**config.mk**
```make
export PLATFORM = sky130hd
export DESIGN_NAME = top_ej4
export DESIGN_NICKNAME = d
export VERILOG_FILES = /design/src/rtl/top_ej4_pkg.sv /design/src/rtl/top_ej4_delay_line.sv /design/src/rtl/top_ej4.sv
export SDC_FILE = /design/constraint.sdc
export NUM_CORES = 1
export LEC_CHECK = 0
export ABC_AREA = 1
export BUFFER_PORTS_ARGS = -buffer_cell sky130_fd_sc_hd__buf_2
export CORE_ASPECT_RATIO = 1.2
export CORE_UTILIZATION = 46
export CTS_CLUSTER_SIZE = 8
export DETAILED_ROUTE_END_ITERATION = 8
export PLACE_DENSITY = 0.69
export SLEW_MARGIN = 0
export SYNTH_ARGS = -nofsm -noshare
export SYNTH_HDL_FRONTEND = slang
export SYNTH_HIERARCHICAL = 1
export SYNTH_SLANG_ARGS = --single-unit
export TNS_END_PERCENT = 50
```
**constraint.sdc**
```tcl
create_clock -name clock -period 4.9 [get_ports clock]
set_input_delay 0.245 -clock clock [delete_from_list [all_inputs] [get_ports clock]]
set_output_delay 0.245 -clock clock [all_outputs]
set_load 0.05 [all_outputs]
```
**src/rtl/top_ej4_pkg.sv**
```systemverilog
// rtl/top_ej4_pkg.sv - shared sizing for the top_ej4 IIR filter
package top_ej4_pkg;

  localparam int NB_DATA_DEF = 8;
  // Guard bits that let the six-term sum be formed without intermediate overflow.
  localparam int NB_GUARD    = 3;

endpackage

```
**src/rtl/top_ej4_delay_line.sv**
```systemverilog
// rtl/top_ej4_delay_line.sv - shift-register delay line with synchronous clear
module delay_line #(
  parameter int DEPTH = 3,
  parameter int WIDTH = 8
) (
  input  logic                     clock,
  input  logic                     clear,
  input  logic [WIDTH-1:0]         din,
  output logic [DEPTH*WIDTH-1:0]   taps
);

  logic [WIDTH-1:0] stage [DEPTH];

  always_ff @(posedge clock) begin
    if (clear) begin
      for (int i = 0; i < DEPTH; i++) stage[i] <= '0;
    end else begin
      stage[0] <= din;
      for (int i = 1; i < DEPTH; i++) stage[i] <= stage[i-1];
    end
  end

  // taps[WIDTH-1:0] is the most recent sample (n-1).
  for (genvar g = 0; g < DEPTH; g++) begin : g_tap
    assign taps[g*WIDTH +: WIDTH] = stage[g];
  end

endmodule

```
**src/rtl/top_ej4.sv**
```systemverilog
// rtl/top_ej4.sv - 8-bit signed IIR: y = x - x1 + x2 + x3 + y1/2 + y2/4, zero latency
module top_ej4
  import top_ej4_pkg::*;
#(
  parameter int NB_DATA = NB_DATA_DEF
) (
  input  logic                      clock,
  input  logic                      i_rst_n,
  input  logic signed [NB_DATA-1:0] i_x,
  output logic signed [NB_DATA-1:0] o_y
);

  localparam int NB_SUM = NB_DATA + NB_GUARD;

  logic [3*NB_DATA-1:0] x_taps;
  logic [2*NB_DATA-1:0] y_taps;

  logic signed [NB_DATA-1:0] r_xm1, r_xm2, r_xm3;
  logic signed [NB_DATA-1:0] r_ym1, r_ym2;
  logic signed [NB_SUM-1:0]  sum;

  delay_line #(.DEPTH(3), .WIDTH(NB_DATA)) u_x_line (
    .clock (clock),
    .clear (i_rst_n),
    .din   (i_x),
    .taps  (x_taps)
  );

  // Feedback stores the wrapped output, not the wide sum.
  delay_line #(.DEPTH(2), .WIDTH(NB_DATA)) u_y_line (
    .clock (clock),
    .clear (i_rst_n),
    .din   (o_y),
    .taps  (y_taps)
  );

  assign r_xm1 = x_taps[0*NB_DATA +: NB_DATA];
  assign r_xm2 = x_taps[1*NB_DATA +: NB_DATA];
  assign r_xm3 = x_taps[2*NB_DATA +: NB_DATA];
  assign r_ym1 = y_taps[0*NB_DATA +: NB_DATA];
  assign r_ym2 = y_taps[1*NB_DATA +: NB_DATA];

  always_comb begin
    sum = NB_SUM'(i_x) - NB_SUM'(r_xm1) + NB_SUM'(r_xm2) + NB_SUM'(r_xm3)
        + NB_SUM'(r_ym1 >>> 1) + NB_SUM'(r_ym2 >>> 2);
  end

  assign o_y = sum[NB_DATA-1:0];

endmodule

```
==> impl_metrics.ini <==
[clock_tree]
cts_resized = 0
worstSkewPairLatency_ns = 0.28
ctsHtreeMaxLevel = 2
hold_buffers = 0
cts_buffer_depth = 2
cts_tree = done
postCtsSetupRepairBufs = 0
numCtsBuffers = 5
path_clk_slew_ns = 0.07
clock_sinks = 37
clock-root-buffer = clkbuf_8

[setup_path]
ff2ff_setup_slack_ns = 1.65
crit_required_ns = 4.66
end_kind = output pin
crit_path_max_fanout = 3
worstReg2RegStart = u_x_line/stage[0][2]
crit_start = u_x_line/stage[0][2]
critical_path.endpoint = o_y[6]
crit_type = reg2out
r2r_end = u_y_line/stage[0][6]
critPathArrivalTime_ns = 3.64
critical_path.startpoint_type = flop
r2r_cells = 13

[timing]
grt_setup_unrepaired = no
fin_crit_ns = 3.89
tns_ns = 0
finClkSkew_ns = 0.00259
max_freq_ghz = 0.257
worst_pin_slew_ns = 0.671
relSlewSlack_pct = 55.3
fin_crit_sh_pct = 79.3
final-setup-viol-count = 0
slew_violations = 0
hold_ws_ns = 0.184
final-hold-violation-count = 0

[detailed_routing]
initialDrtViolationCount = 48
drc = 0
via_per_inst = 4.19
dr.pass1.iters = 4
ant_nets = 0
drt_wl_total_mm = 2.96
routedWlPerCell_um = 8.98
vias = 1383

[cells_and_area]
synthToLayoutAreaGrowth_pct = 8.93
instances_no_fill = 330
diodes = 0
postLayoutCoreUtil_pct = 52.2
layout.nets = 315
drive_above_1_share_pct = 13.6

[global_routing]
grt_usage_pct = 14.6
grt_pass1_vias = 1369
gr-total-overflow = 0
grt_max_degree = 38
antenna_found_initial = 0
grt_first_pass_wirelength_mm = 5.53

[logic_synthesis]
synthCells = 252
synth_fp_nets = 295
yosys_warnings = 6
netlist_area_sq_mm = 0.00218
syn_avg_cell_area_sq_um = 8.67

[flow_run]
cap_violations = 0

[min_path]
hp-class = in2reg

[floorplan]
start_util_pct = 47.9
io_pins = 18
placementRows = 27
floorplan.die.height_um = 77.5
dieArea_sq_mm = 0.00503
die_x_um = 64.9
core_sq_mm = 0.00456

[placed_design]
post-dp-hpwl_mm = 2.43
gp_congestion = 0.764
placed_cells = 323
portBuffers = 17

[run_status]
status = completed
## critical path: stages (launching register included)
cell     delay [ns]
dfxtp_1        0.33
inv_1          0.05
fa_1           0.50
fa_1           0.55
inv_1          0.05
fa_1           0.53
inv_1          0.04
ha_1           0.23
fa_1           0.41
nand3_1        0.09
nand2_1        0.06
xor2_1         0.21
buf_2          0.31
## per-stage QoR
stage / instance area [sq um] / setup WS (ns)
after floorplan: 2180 / 1.14
after global placement: 2290 / 1.32
after detailed placement: 2290 / 1.28
after CTS: 2380 / 0.975
after global routing: 2380 / 0.784
final: 2380 / 1.01
## flip-flops by register name, indices dropped and copies added, names as in the netlist
signal and flops:
u_y_line/stage 13, u_x_line/stage 24
## worst min path at each step
stage,from,end,slack (ns),cells past startpoint
2_1_floorplan,i_rst_n,u_x_line/stage[0][0],0.32,1
3_3_place_gp,u_x_line/stage[0][8],u_x_line/stage[0][16],0.41,2
3_5_place_dp,u_x_line/stage[0][8],u_x_line/stage[0][16],0.41,2
4_1_cts,i_x[7],u_x_line/stage[0][7],0.18,3
5_1_grt,i_x[7],u_x_line/stage[0][7],0.18,3
6_report,i_x[7],u_x_line/stage[0][7],0.18,3
## routing by layer
metal	vias to the layer above	wire [um]	GRT usage, %
met5	-	0	0
met4	0	48	5.33
met3	7	101	3.97
met2	16	1560	26.6
met1	641	1250	15.6
li1	719	-	-
## placed cells by master, fill, tap and decap left out
cell type	instances
dfxtp_1	37
xor2_1	5
nand3_2	2
nand3_1	9
nand4_1	1
xnor2_2	1
inv_1	96
nand2_1	11
or2_1	1
inv_2	1
fa_1	27
xnor2_1	3
buf_2	17
a21oi_1	2
a21oi_2	1
nor2_1	36
nor2_2	3
ha_1	6
clkbuf_8	6
clkbuf_1	1
nand2_2	6
## area by class of cell
type | instances | area [sq um]
clock buffers | 7 | 86.3
flip-flops and latches | 37 | 741
fillers | 439 | 2180
inverters | 97 | 364
well taps | 58 | 72.6
multi-input cells | 114 | 1030
repair buffers | 17 | 85.1
Power is not shown: default switching activity piles up to over one toggle a cycle in this logic, so the estimate is an artifact.
